File: src/rtl/dram_pkg.sv
// Shared types and default DDR4 timings for the per-bank timer and refresh scheduler.
package dram_pkg;

    localparam int BANK_GROUP_BITS  = 2;
    localparam int BANK_BITS        = 2;
    localparam int DEF_NUM_BANKS    = 1 << (BANK_GROUP_BITS + BANK_BITS);
    localparam int DEF_ROW_W        = 15;
    localparam int DEF_CNT_W        = 8;
    localparam int DEF_T_RCD        = 10;
    localparam int DEF_T_RP         = 10;
    localparam int DEF_T_RAS        = 45;
    localparam int DEF_T_RC         = 55;
    localparam int DEF_T_WL         = 10;
    localparam int DEF_T_RL         = 10;
    localparam int DEF_T_BURST      = 4;
    localparam int DEF_T_WR         = 13;
    localparam int DEF_T_WTR        = 5;
    localparam int DEF_T_RFC        = 172;
    localparam int DEF_T_REFI       = 250;
    localparam int DEF_MAX_POSTPONE = 8;

    typedef enum logic [2:0] {
        OP_NOP  = 3'd0,
        OP_ACT  = 3'd1,
        OP_RD   = 3'd2,
        OP_WR   = 3'd3,
        OP_PRE  = 3'd4,
        OP_PREA = 3'd5,
        OP_REF  = 3'd6
    } bank_op_t;

    typedef enum logic [2:0] {
        BS_IDLE        = 3'd0,
        BS_ACTIVATING  = 3'd1,
        BS_ACTIVE      = 3'd2,
        BS_PRECHARGING = 3'd3,
        BS_REFRESHING  = 3'd4
    } bank_state_t;

    // Timers reload with T-1, so every timing must be at least 1 and fit the counter.
    function automatic bit fits_cnt(input int t, input int w);
        return (t >= 1) && (t < (1 << w));
    endfunction

endpackage

File: src/rtl/dram_bank_timer_if.sv
// Command/query bus between the command scheduler (master) and the bank timer (slave).
interface dram_bank_timer_if
    import dram_pkg::*;
#(
    parameter int NUM_BANKS = DEF_NUM_BANKS,
    parameter int ROW_W     = DEF_ROW_W
);
    localparam int BANK_W = $clog2(NUM_BANKS);

    logic                 cmd_valid;
    bank_op_t             cmd_op;
    logic [BANK_W-1:0]    cmd_bank;
    logic [ROW_W-1:0]     cmd_row;

    logic                 can_act;
    logic                 can_rd;
    logic                 can_wr;
    logic                 can_pre;
    logic                 can_prea;
    logic                 can_ref;
    logic [NUM_BANKS-1:0] bank_open;
    logic [ROW_W-1:0]     open_row;
    logic                 ref_req;
    logic                 ref_urgent;
    logic                 err_illegal;
    logic                 ref_overflow;

    modport master (
        output cmd_valid, cmd_op, cmd_bank, cmd_row,
        input  can_act, can_rd, can_wr, can_pre, can_prea, can_ref,
        input  bank_open, open_row, ref_req, ref_urgent, err_illegal, ref_overflow
    );

    modport slave (
        input  cmd_valid, cmd_op, cmd_bank, cmd_row,
        output can_act, can_rd, can_wr, can_pre, can_prea, can_ref,
        output bank_open, open_row, ref_req, ref_urgent, err_illegal, ref_overflow
    );

endinterface

File: src/rtl/dram_bank_fsm.sv
// One bank's state, open row and same-bank timers (tRCD/tRP/tRAS/tRC/write recovery).
module dram_bank_fsm
    import dram_pkg::*;
#(
    parameter int ROW_W    = DEF_ROW_W,
    parameter int CNT_W    = DEF_CNT_W,
    parameter int T_RCD    = DEF_T_RCD,
    parameter int T_RP     = DEF_T_RP,
    parameter int T_RAS    = DEF_T_RAS,
    parameter int T_RC     = DEF_T_RC,
    parameter int T_WR_REC = DEF_T_WL + DEF_T_BURST + DEF_T_WR
) (
    input  logic             CLK,
    input  logic             nRST,
    input  logic             do_act,
    input  logic             do_wr,
    input  logic             do_pre,
    input  logic             do_ref,
    input  logic             rfc_done,
    input  logic [ROW_W-1:0] act_row,
    output bank_state_t      state,
    output logic [ROW_W-1:0] row,
    output logic             act_tmr_ok,
    output logic             pre_tmr_ok
);

    bank_state_t      state_q;
    bank_state_t      state_d;
    logic [ROW_W-1:0] row_q;
    logic [CNT_W-1:0] rcd_q;
    logic [CNT_W-1:0] rp_q;
    logic [CNT_W-1:0] ras_q;
    logic [CNT_W-1:0] rc_q;
    logic [CNT_W-1:0] wr_q;

    function automatic logic [CNT_W-1:0] dec(input logic [CNT_W-1:0] c);
        return (c == '0) ? c : c - CNT_W'(1);
    endfunction

    // Transient states resolve in the cycle their timer reaches zero, so the
    // follow-on command is legal exactly T cycles after the one that started it.
    always_comb begin
        state = state_q;
        case (state_q)
            BS_ACTIVATING:  if (rcd_q == '0) state = BS_ACTIVE;
            BS_PRECHARGING: if (rp_q == '0)  state = BS_IDLE;
            BS_REFRESHING:  if (rfc_done)    state = BS_IDLE;
            default:        state = state_q;
        endcase
    end

    always_comb begin
        state_d = state;
        if (do_ref)
            state_d = BS_REFRESHING;
        else if (do_act)
            state_d = BS_ACTIVATING;
        else if (do_pre && (state == BS_ACTIVE))
            state_d = BS_PRECHARGING;
    end

    always_ff @(posedge CLK or negedge nRST) begin
        if (!nRST) begin
            state_q <= BS_IDLE;
            row_q   <= '0;
            rcd_q   <= '0;
            rp_q    <= '0;
            ras_q   <= '0;
            rc_q    <= '0;
            wr_q    <= '0;
        end else begin
            state_q <= state_d;
            if (do_act)
                row_q <= act_row;
            else if (do_pre && (state == BS_ACTIVE))
                row_q <= '0;
            rcd_q <= do_act ? CNT_W'(T_RCD - 1) : dec(rcd_q);
            ras_q <= do_act ? CNT_W'(T_RAS - 1) : dec(ras_q);
            rc_q  <= do_act ? CNT_W'(T_RC - 1)  : dec(rc_q);
            rp_q  <= do_pre ? CNT_W'(T_RP - 1)  : dec(rp_q);
            wr_q  <= do_wr  ? CNT_W'(T_WR_REC - 1) : dec(wr_q);
        end
    end

    assign row        = row_q;
    assign act_tmr_ok = (rc_q == '0);
    assign pre_tmr_ok = (ras_q == '0) && (wr_q == '0);

endmodule

File: src/rtl/dram_bank_timer.sv
// DDR4 per-bank timing tracker and refresh scheduler with command-legal query flags.
// Optional 32-bit event counters are built when DRAM_BANK_TIMER_PERF_EN is defined.
module dram_bank_timer
    import dram_pkg::*;
#(
    parameter int NUM_BANKS    = DEF_NUM_BANKS,
    parameter int ROW_W        = DEF_ROW_W,
    parameter int CNT_W        = DEF_CNT_W,
    parameter int T_RCD        = DEF_T_RCD,
    parameter int T_RP         = DEF_T_RP,
    parameter int T_RAS        = DEF_T_RAS,
    parameter int T_RC         = DEF_T_RC,
    parameter int T_WL         = DEF_T_WL,
    parameter int T_RL         = DEF_T_RL,
    parameter int T_BURST      = DEF_T_BURST,
    parameter int T_WR         = DEF_T_WR,
    parameter int T_WTR        = DEF_T_WTR,
    parameter int T_RFC        = DEF_T_RFC,
    parameter int T_REFI       = DEF_T_REFI,
    parameter int MAX_POSTPONE = DEF_MAX_POSTPONE
) (
    input  logic             CLK,
    input  logic             nRST,
    dram_bank_timer_if.slave bus
`ifdef DRAM_BANK_TIMER_PERF_EN
    ,
    output logic [31:0]      perf_act_cnt,
    output logic [31:0]      perf_ref_cnt,
    output logic [31:0]      perf_illegal_cnt
`endif
);

    localparam int BANK_W   = $clog2(NUM_BANKS);
    localparam int WR_REC   = T_WL + T_BURST + T_WR;
    localparam int WR_TO_RD = T_WL + T_BURST + T_WTR;
    localparam int OWED_W   = $clog2(MAX_POSTPONE + 2);
    localparam int REFI_W   = $clog2(T_REFI + 1);
    localparam logic [OWED_W-1:0] OWED_MAX = OWED_W'(MAX_POSTPONE + 1);

    if (!fits_cnt(T_RCD, CNT_W) || !fits_cnt(T_RP, CNT_W) || !fits_cnt(T_RAS, CNT_W) ||
        !fits_cnt(T_RC, CNT_W) || !fits_cnt(T_RL, CNT_W) || !fits_cnt(WR_REC, CNT_W) ||
        !fits_cnt(WR_TO_RD, CNT_W) || !fits_cnt(T_RFC, CNT_W) || !fits_cnt(T_REFI, CNT_W))
    begin : g_bad_timing
        $error("dram_bank_timer: timing parameter outside the CNT_W counter range");
    end

    bank_state_t          bank_state [NUM_BANKS];
    logic [ROW_W-1:0]     bank_row   [NUM_BANKS];
    logic [NUM_BANKS-1:0] act_tmr_ok, pre_tmr_ok;
    logic [NUM_BANKS-1:0] is_idle, is_active, is_open, pre_ok;
    logic [NUM_BANKS-1:0] do_act, do_wr, do_pre;
    logic [BANK_W-1:0]    q;
    logic [CNT_W-1:0]     wtr_q, rfc_q;
    logic [REFI_W-1:0]    refi_q;
    logic [OWED_W-1:0]    owed_q, owed_d;
    logic                 rfc_done, refi_wrap, cmd_legal, issue, do_ref;
    logic                 can_act, can_rd, can_wr, can_pre, can_prea, can_ref;
    logic                 err_q, ovf_q;

    function automatic logic [CNT_W-1:0] dec(input logic [CNT_W-1:0] c);
        return (c == '0) ? c : c - CNT_W'(1);
    endfunction

    assign q        = bus.cmd_bank;
    assign rfc_done = (rfc_q == '0);
    assign issue    = bus.cmd_valid && cmd_legal;
    assign do_ref   = issue && (bus.cmd_op == OP_REF);

    for (genvar g = 0; g < NUM_BANKS; g++) begin : g_bank
        logic hit;
        assign hit       = (q == BANK_W'(g));
        assign do_act[g] = issue && (bus.cmd_op == OP_ACT) && hit;
        assign do_wr[g]  = issue && (bus.cmd_op == OP_WR) && hit;
        assign do_pre[g] = issue && is_active[g] &&
                           (((bus.cmd_op == OP_PRE) && hit) || (bus.cmd_op == OP_PREA));

        dram_bank_fsm #(
            .ROW_W    (ROW_W),
            .CNT_W    (CNT_W),
            .T_RCD    (T_RCD),
            .T_RP     (T_RP),
            .T_RAS    (T_RAS),
            .T_RC     (T_RC),
            .T_WR_REC (WR_REC)
        ) u_fsm (
            .CLK        (CLK),
            .nRST       (nRST),
            .do_act     (do_act[g]),
            .do_wr      (do_wr[g]),
            .do_pre     (do_pre[g]),
            .do_ref     (do_ref),
            .rfc_done   (rfc_done),
            .act_row    (bus.cmd_row),
            .state      (bank_state[g]),
            .row        (bank_row[g]),
            .act_tmr_ok (act_tmr_ok[g]),
            .pre_tmr_ok (pre_tmr_ok[g])
        );

        assign is_idle[g]   = (bank_state[g] == BS_IDLE);
        assign is_active[g] = (bank_state[g] == BS_ACTIVE);
        assign is_open[g]   = (bank_state[g] == BS_ACTIVATING) || is_active[g];
        assign pre_ok[g]    = is_active[g] && pre_tmr_ok[g];
    end

    // Query flags depend only on registered state and cmd_bank, never on the op itself.
    assign can_act  = rfc_done && is_idle[q] && act_tmr_ok[q];
    assign can_rd   = rfc_done && is_active[q] && (wtr_q == '0);
    assign can_wr   = rfc_done && is_active[q];
    assign can_pre  = rfc_done && pre_ok[q];
    assign can_prea = rfc_done && (&(~is_open | pre_ok));
    assign can_ref  = rfc_done && (&is_idle);

    always_comb begin
        cmd_legal = 1'b0;
        case (bus.cmd_op)
            OP_NOP:  cmd_legal = 1'b1;
            OP_ACT:  cmd_legal = can_act;
            OP_RD:   cmd_legal = can_rd;
            OP_WR:   cmd_legal = can_wr;
            OP_PRE:  cmd_legal = can_pre || (rfc_done && is_idle[q]);
            OP_PREA: cmd_legal = can_prea;
            OP_REF:  cmd_legal = can_ref;
            default: cmd_legal = 1'b0;
        endcase
    end

    always_ff @(posedge CLK or negedge nRST) begin
        if (!nRST) begin
            wtr_q <= '0;
            rfc_q <= '0;
            err_q <= 1'b0;
        end else begin
            wtr_q <= (issue && (bus.cmd_op == OP_WR)) ? CNT_W'(WR_TO_RD - 1) : dec(wtr_q);
            rfc_q <= do_ref ? CNT_W'(T_RFC - 1) : dec(rfc_q);
            err_q <= bus.cmd_valid && !cmd_legal;
        end
    end

    // A wrap and a REF in the same cycle cancel; otherwise owed saturates high, floors at zero.
    assign refi_wrap = (refi_q == REFI_W'(T_REFI - 1));

    always_comb begin
        owed_d = owed_q;
        if (refi_wrap && !do_ref) begin
            if (owed_q != OWED_MAX)
                owed_d = owed_q + OWED_W'(1);
        end else if (do_ref && !refi_wrap) begin
            if (owed_q != '0)
                owed_d = owed_q - OWED_W'(1);
        end
    end

    always_ff @(posedge CLK or negedge nRST) begin
        if (!nRST) begin
            refi_q <= '0;
            owed_q <= '0;
            ovf_q  <= 1'b0;
        end else begin
            refi_q <= refi_wrap ? '0 : refi_q + REFI_W'(1);
            owed_q <= owed_d;
            ovf_q  <= ovf_q || (owed_d == OWED_MAX);
        end
    end

`ifdef DRAM_BANK_TIMER_PERF_EN
    always_ff @(posedge CLK or negedge nRST) begin
        if (!nRST) begin
            perf_act_cnt     <= '0;
            perf_ref_cnt     <= '0;
            perf_illegal_cnt <= '0;
        end else begin
            if (|do_act)
                perf_act_cnt <= perf_act_cnt + 32'd1;
            if (do_ref)
                perf_ref_cnt <= perf_ref_cnt + 32'd1;
            if (bus.cmd_valid && !cmd_legal)
                perf_illegal_cnt <= perf_illegal_cnt + 32'd1;
        end
    end
`endif

    assign bus.can_act      = can_act;
    assign bus.can_rd       = can_rd;
    assign bus.can_wr       = can_wr;
    assign bus.can_pre      = can_pre;
    assign bus.can_prea     = can_prea;
    assign bus.can_ref      = can_ref;
    assign bus.bank_open    = is_open;
    assign bus.open_row     = is_open[q] ? bank_row[q] : '0;
    assign bus.ref_req      = (owed_q != '0);
    assign bus.ref_urgent   = (owed_q >= OWED_W'(MAX_POSTPONE));
    assign bus.err_illegal  = err_q;
    assign bus.ref_overflow = ovf_q;

endmodule

File: src/flat_wrapper.sv
// flat-port wrapper written by rule: the top's interface ports become plain ports
module dram_bank_timer_flat import dram_pkg::*;
#(
    parameter int NUM_BANKS    = DEF_NUM_BANKS,
    parameter int ROW_W        = DEF_ROW_W,
    parameter int CNT_W        = DEF_CNT_W,
    parameter int T_RCD        = DEF_T_RCD,
    parameter int T_RP         = DEF_T_RP,
    parameter int T_RAS        = DEF_T_RAS,
    parameter int T_RC         = DEF_T_RC,
    parameter int T_WL         = DEF_T_WL,
    parameter int T_RL         = DEF_T_RL,
    parameter int T_BURST      = DEF_T_BURST,
    parameter int T_WR         = DEF_T_WR,
    parameter int T_WTR        = DEF_T_WTR,
    parameter int T_RFC        = DEF_T_RFC,
    parameter int T_REFI       = DEF_T_REFI,
    parameter int MAX_POSTPONE = DEF_MAX_POSTPONE
)
  (CLK, nRST, bus_cmd_valid, bus_cmd_op, bus_cmd_bank, bus_cmd_row, bus_can_act, bus_can_rd, bus_can_wr, bus_can_pre, bus_can_prea, bus_can_ref, bus_bank_open, bus_open_row, bus_ref_req, bus_ref_urgent, bus_err_illegal, bus_ref_overflow);
  dram_bank_timer_if #(.NUM_BANKS(NUM_BANKS), .ROW_W(ROW_W)) bus_i ();
  input  logic CLK;
  input  logic nRST;
  input wire logic [$bits(bus_i.cmd_valid)-1:0] bus_cmd_valid;
  input wire logic [$bits(bus_i.cmd_op)-1:0] bus_cmd_op;
  input wire logic [$bits(bus_i.cmd_bank)-1:0] bus_cmd_bank;
  input wire logic [$bits(bus_i.cmd_row)-1:0] bus_cmd_row;
  output wire logic [$bits(bus_i.can_act)-1:0] bus_can_act;
  output wire logic [$bits(bus_i.can_rd)-1:0] bus_can_rd;
  output wire logic [$bits(bus_i.can_wr)-1:0] bus_can_wr;
  output wire logic [$bits(bus_i.can_pre)-1:0] bus_can_pre;
  output wire logic [$bits(bus_i.can_prea)-1:0] bus_can_prea;
  output wire logic [$bits(bus_i.can_ref)-1:0] bus_can_ref;
  output wire logic [$bits(bus_i.bank_open)-1:0] bus_bank_open;
  output wire logic [$bits(bus_i.open_row)-1:0] bus_open_row;
  output wire logic [$bits(bus_i.ref_req)-1:0] bus_ref_req;
  output wire logic [$bits(bus_i.ref_urgent)-1:0] bus_ref_urgent;
  output wire logic [$bits(bus_i.err_illegal)-1:0] bus_err_illegal;
  output wire logic [$bits(bus_i.ref_overflow)-1:0] bus_ref_overflow;
  assign bus_i.cmd_valid = bus_cmd_valid;
  assign bus_i.cmd_op = bus_cmd_op;
  assign bus_i.cmd_bank = bus_cmd_bank;
  assign bus_i.cmd_row = bus_cmd_row;
  assign bus_can_act = bus_i.can_act;
  assign bus_can_rd = bus_i.can_rd;
  assign bus_can_wr = bus_i.can_wr;
  assign bus_can_pre = bus_i.can_pre;
  assign bus_can_prea = bus_i.can_prea;
  assign bus_can_ref = bus_i.can_ref;
  assign bus_bank_open = bus_i.bank_open;
  assign bus_open_row = bus_i.open_row;
  assign bus_ref_req = bus_i.ref_req;
  assign bus_ref_urgent = bus_i.ref_urgent;
  assign bus_err_illegal = bus_i.err_illegal;
  assign bus_ref_overflow = bus_i.ref_overflow;
  dram_bank_timer #(.NUM_BANKS(NUM_BANKS), .ROW_W(ROW_W), .CNT_W(CNT_W), .T_RCD(T_RCD), .T_RP(T_RP), .T_RAS(T_RAS), .T_RC(T_RC), .T_WL(T_WL), .T_RL(T_RL), .T_BURST(T_BURST), .T_WR(T_WR), .T_WTR(T_WTR), .T_RFC(T_RFC), .T_REFI(T_REFI), .MAX_POSTPONE(MAX_POSTPONE)) u_core (.CLK(CLK), .nRST(nRST), .bus(bus_i));
endmodule
File: config.mk
export PLATFORM = sky130hd
export DESIGN_NAME = dram_bank_timer_flat
export DESIGN_NICKNAME = d
export VERILOG_FILES = /design/src/rtl/dram_pkg.sv /design/src/rtl/dram_bank_timer_if.sv /design/src/rtl/dram_bank_fsm.sv /design/src/rtl/dram_bank_timer.sv /design/src/flat_wrapper.sv
export SDC_FILE = /design/constraint.sdc
export NUM_CORES = 2
export LEC_CHECK = 0
export CELL_PAD_IN_SITES_DETAIL_PLACEMENT = 0
export CELL_PAD_IN_SITES_GLOBAL_PLACEMENT = 1
export CORE_MARGIN = 2
export CORE_UTILIZATION = 51
export CTS_CLUSTER_SIZE = 25
export DETAILED_ROUTE_END_ITERATION = 16
export PLACE_DENSITY_LB_ADDON = 0.1
export SETUP_SLACK_MARGIN = 0.5
export SLEW_MARGIN = 10
export SYNTH_ARGS = -nofsm -noshare
export SYNTH_HDL_FRONTEND = slang
export SYNTH_SLANG_ARGS = --single-unit
File: constraint.sdc
create_clock -name CLK -period 6 [get_ports CLK]
set_clock_uncertainty 0.1 [all_clocks]
set_input_delay 1.5 -clock CLK [delete_from_list [all_inputs] [get_ports CLK]]
set_output_delay 1.5 -clock CLK [all_outputs]
set_load 0.05 [all_outputs]
==> insert_results.sql <==
INSERT INTO impl_metrics (metric_group, metric, value, unit) VALUES
('run_status', 'run_status', 'finished clean', ''),
('sta', 'timing.setup.tns', '0', 'ns'),
('sta', 'final-setup-viol-count', '0', ''),
('synth', 'syn-instance-count', '4819', ''),
('sta', 'post-route-min-period', '5.44', 'ns'),
('sta', 'hold_viol_final', '0', ''),
('placement', 'dpl.hpwl', '91.4', 'mm'),
('power', 'internal-power', '0.0151', 'W'),
('critical_path', 'rrSetupSlack', '1.04', 'ns'),
('critical_path', 'worst-endpoint-arrival', '3.84', 'ns'),
('power', 'post_layout_power', '0.0224', 'W'),
('power', 'peakVddDrop', '0.000281', 'V'),
('floorplanning', 'rows', '113', ''),
('power', 'seqPwrFrac', '0.448', ''),
('global_routing', 'grt_remaining_overflow', '0', ''),
('synth', 'synth_cell_type_count', '89', ''),
('routing', 'drt_first_pass_iters', '6', ''),
('synth', 'postSynthNetCount', '4931', ''),
('synth', 'ys_seq_area_frac', '0.495', ''),
('critical_path', 'critPathMaxFanout', '24', ''),
('synth', 'postSynthRegisterBits', '958', ''),
('sta', 'final_critical_path_setup_slack', '0.558', 'ns'),
('layout', 'finalNetCount', '5059', ''),
('routing', 'drcViolationCount', '0', ''),
('synth', 'post_synth_instance_area', '0.0484', 'mm2'),
('global_routing', 'number_of_antenna_violations_at_the_first_check_in_global_routing', '3', ''),
('cts', 'insertion_delay', '0.71', 'ns'),
('sta', 'finalCritPeriodShare', '0.907', ''),
('floorplanning', 'dieHeight', '312', 'um'),
('layout', 'layout-area-overhead-vs-synth', '14.7', '%'),
('routing', 'postRouteAntennaNets', '0', ''),
('global_routing', 'maximum_number_of_pins_on_one_net_before_global_route_repair', '121', ''),
('routing', 'vias', '37100', ''),
('layout', 'nFillCells', '8110', ''),
('sta', 'relSlewSlack', '0.183', ''),
('cts', 'clock_path_buffers', '3', ''),
('routing', 'drt-vias-per-instance', '5.88', ''),
('power', 'switching_power', '0.00734', 'W'),
('synth', 'syn_avg_cell_area', '10.1', 'um2'),
('global_routing', 'grt_first_pass_wirelength', '211', 'mm'),
('sta', 'max_freq', '0.184', 'GHz'),
('critical_path', 'critical_path_class', 'input port to primary output', ''),
('synth', 'number_of_flops_mapped_to_enable_cells_by_yosys', '0', ''),
('floorplanning', 'core_area', '0.0946', 'mm2'),
('routing', 'initial_drt_markers', '3296', ''),
('sta', 'rsz0062_at_grt', 'true', ''),
('global_routing', 'gr-usage-all-layers', '0.279', ''),
('power', 'pwr_density_cell', '403', 'mW/mm2'),
('floorplanning', 'start_util', '0.512', ''),
('sta', 'finalMaxSlewViolations', '0', ''),
('cts', 'cts.htree.levels', '3', ''),
('power', 'p_comb_frac', '0.241', ''),
('power', 'power.leakage', '23.4', 'nW'),
('synth', 'fraction_of_registers_with_async_set_or_reset_after_synthesis', '1.00', ''),
('cts', 'cts_root_buf', 'sky130_fd_sc_hd__clkbuf_16', ''),
('floorplanning', 'width_of_the_die', '312', 'um'),
('layout', 'post_route_cells_drive_above_1_share', '0.121', ''),
('floorplanning', 'io-pin-count', '66', ''),
('power', 'p_clk_frac', '0.312', ''),
('placement', 'routabilityCongestion', '0.999', ''),
('run', 'max-cap-violations', '0', ''),
('synth', 'yosysWarningCount', '0', ''),
('cts', 'clk_pin_slew_worst_paths', '0.05', 'ns'),
('critical_path', 'critical_path.endpoint_type', 'primary output', ''),
('worst_hold_path', 'holdCritPathClass', 'flip-flop to flip-flop', ''),
('global_routing', 'first_global_vias', '35500', ''),
('layout', 'finish.utilization', '0.587', ''),
('sta', 'max_slew.worst_pin.slew', '1.22', 'ns'),
('routing', 'wl_final', '136', 'mm'),
('cts', 'numClockSinks', '958', ''),
('placement', 'place.detailed.instances', '6094', ''),
('layout', 'final_cell_count_no_fill', '6299', ''),
('placement', 'preCtsSetupSlack', '0.0706', 'ns'),
('cts', 'cts_buffers', '107', ''),
('critical_path', 'worstPathRequired', '4.40', 'ns'),
('power', 'netSwitchingFraction', '0.328', ''),
('cts', 'clock_tree_from_tritoncts', 'built', ''),
('routing', 'avgRoutedWirePerCell', '21.6', 'um'),
('synth', 'dominant_synthesized_flop_cell', 'sky130_fd_sc_hd__dfrtp_1', ''),
('floorplanning', 'full_die_area', '0.0974', 'mm2'),
('critical_path', 'startpoint_type', 'input port', ''),
('placement', 'portBuffers', '65', '');
==> through the flow <==
step	hold slack, ns	instance area [um2]
after floorplan	0.353	48500
after global placement	0.353	51400
after detailed placement	0.352	51400
after CTS	0.373	55300
after global routing	0.401	55500
final	0.366	55500
==> cell usage after synthesis (18+ instances only) <==
master	instances	area, um2
sky130_fd_sc_hd__a21o_1	22	165
sky130_fd_sc_hd__a21oi_1	198	991
sky130_fd_sc_hd__a22o_1	241	2110
sky130_fd_sc_hd__a31oi_1	38	238
sky130_fd_sc_hd__and2_1	36	225
sky130_fd_sc_hd__buf_1	30	113
sky130_fd_sc_hd__buf_2	35	175
sky130_fd_sc_hd__clkbuf_1	104	390
sky130_fd_sc_hd__dfrtp_1	958	24000
sky130_fd_sc_hd__ha_1	87	1090
sky130_fd_sc_hd__inv_1	204	766
sky130_fd_sc_hd__mux2_2	35	394
sky130_fd_sc_hd__mux2i_1	40	400
sky130_fd_sc_hd__mux4_2	77	1730
sky130_fd_sc_hd__nand2_1	526	1970
sky130_fd_sc_hd__nand2b_1	71	444
sky130_fd_sc_hd__nand3_1	97	485
sky130_fd_sc_hd__nand3b_1	22	165
sky130_fd_sc_hd__nand4_1	33	206
sky130_fd_sc_hd__nor2_1	564	2120
sky130_fd_sc_hd__nor2b_1	64	400
sky130_fd_sc_hd__nor3_1	235	1180
sky130_fd_sc_hd__nor3b_1	57	428
sky130_fd_sc_hd__nor4_1	98	613
sky130_fd_sc_hd__nor4b_1	19	166
sky130_fd_sc_hd__o211ai_1	18	135
sky130_fd_sc_hd__o21ai_0	138	691
sky130_fd_sc_hd__or3_1	56	350
sky130_fd_sc_hd__or3b_2	19	166
sky130_fd_sc_hd__or4_1	36	270
sky130_fd_sc_hd__xnor2_1	239	2090
sky130_fd_sc_hd__xor2_1	153	1340
==> layer usage <==
metal / vias up / GRT usage / routed length, um
met4: 2 / 0.0803 / 3910
met1: 18400 / 0.391 / 59800
met3: 253 / 0.0613 / 10000
met2: 1100 / 0.438 / 62100
met5: - / 0 / 11
li1: 17300 / - / -
==> worst max-delay path, stage by stage <==
cell	delay, ns
sky130_fd_sc_hd__buf_2	0.39
sky130_fd_sc_hd__nand4b_1	0.37
sky130_fd_sc_hd__a21oi_1	0.14
sky130_fd_sc_hd__a2111oi_4	0.35
sky130_fd_sc_hd__buf_4	0.22
sky130_fd_sc_hd__nand4_1	0.11
sky130_fd_sc_hd__a211o_1	0.31
sky130_fd_sc_hd__nor3_2	0.13
sky130_fd_sc_hd__buf_4	0.17
sky130_fd_sc_hd__buf_12	0.13
==> power by group through the flow <==
stage	combinational, W	sequential [W]	clock [W]
2_1_floorplan	0.00429	0.00968	0
3_3_place_gp	0.00521	0.0100	0
3_5_place_dp	0.00537	0.0101	0
4_1_cts	0.00542	0.00999	0.00713
5_1_grt	0.00620	0.0103	0.00741
6_report	0.00539	0.0100	0.00698
==> worst paths after layout <==
check / startpoint / endpoint / cells past startpoint
max reg2reg: u_core.g_bank[11].u_fsm.rcd_q[0]$_DFFE_PN0P_ / u_core.g_bank[3].u_fsm.rp_q[1]$_DFFE_PN0P_ / 12
min in group asynchronous: nRST / u_core.g_bank[2].u_fsm.rp_q[3]$_DFFE_PN0P_ / 1
min reg2reg: u_core.bus.ref_overflow$_DFF_PN0_ / u_core.bus.ref_overflow$_DFF_PN0_ / 2
max in group asynchronous: nRST / u_core.g_bank[1].u_fsm.rc_q[0]$_DFFE_PN0P_ / 2
max: bus_cmd_bank[2] / bus_can_act / 10
min: u_core.bus.ref_overflow$_DFF_PN0_ / u_core.bus.ref_overflow$_DFF_PN0_ / 2
==> registers in the layout (all words and copies together) (netlist names) <==
name / flops
u_core.g_bank.u_fsm.rcd_q: 128
u_core.g_bank.u_fsm.state_q: 48
u_core.g_bank.u_fsm.rp_q: 128
u_core.wtr_q: 8
u_core.g_bank.u_fsm.row: 240
u_core.g_bank.u_fsm.ras_q: 128
u_core.owed_q: 4
u_core.bus.err_illegal: 1
u_core.bus.ref_overflow: 1
u_core.refi_q: 8
u_core.g_bank.u_fsm.wr_q: 128
u_core.g_bank.u_fsm.rc_q: 128
u_core.rfc_q: 8
==> cells by family (layout without fill, tap and decap cells) <==
family          Yosys count  count (layout)  share of synthesized area
fa+ha+maj                87              87                     0.0225
flops                   958             958                      0.495
xor+xnor                392             392                     0.0709
mux                     152             152                     0.0522
simple gates           2033            2033                      0.210
buf+inv                 396             610                     0.0342
compound gates          801             801                      0.115
other cells               0               1                          0
==> layout make-up <==
cell class / instances / area, um2 / share of cell area
multi-input cells: 3465 / 23200 / 0.418
repair buffers: 211 / 2240 / 0.0403
well taps: 1265 / 1580 / 0.0285
inverters: 204 / 766 / 0.0138
clock buffers: 156 / 3170 / 0.0571
flip-flops and latches: 958 / 24000 / 0.432
diodes: 1 / 2.50 / 0.0000451
clock inverters: 39 / 614 / 0.0111
==> layout by cell type (no fill, tap or decap), drive strengths merged, types with 16 or more instances in the layout <==
master and count:
ha 87, a211oi 16, nor3 248, clkdlybuf4s50 39, clkbuf 157, xnor2 239, or3 56, nand2b 71
and2 36, nor4b 24, o21ai 152, inv 207, or4 37, nor2 566, o211ai 18, nand3b 22
or3b 19, mux2i 40, nor2b 64, a31oi 38, xor2 153, mux4 77, dfrtp 958, nand2 529
a21o 22, clkinv 18, nand4 33, mux2 35, a21oi 198, nor3b 57, buf 171, nand3 97
a22o 241, o31ai 17, nor4 104
==> what timing repair did <==
item	in CTS	in global routing
buffers inserted	2	7
hold buffers	0	0
pin swaps	2	9
resized for setup	23	33
setup endpoints to repair	3	10
(Power assumes the default switching activity.)
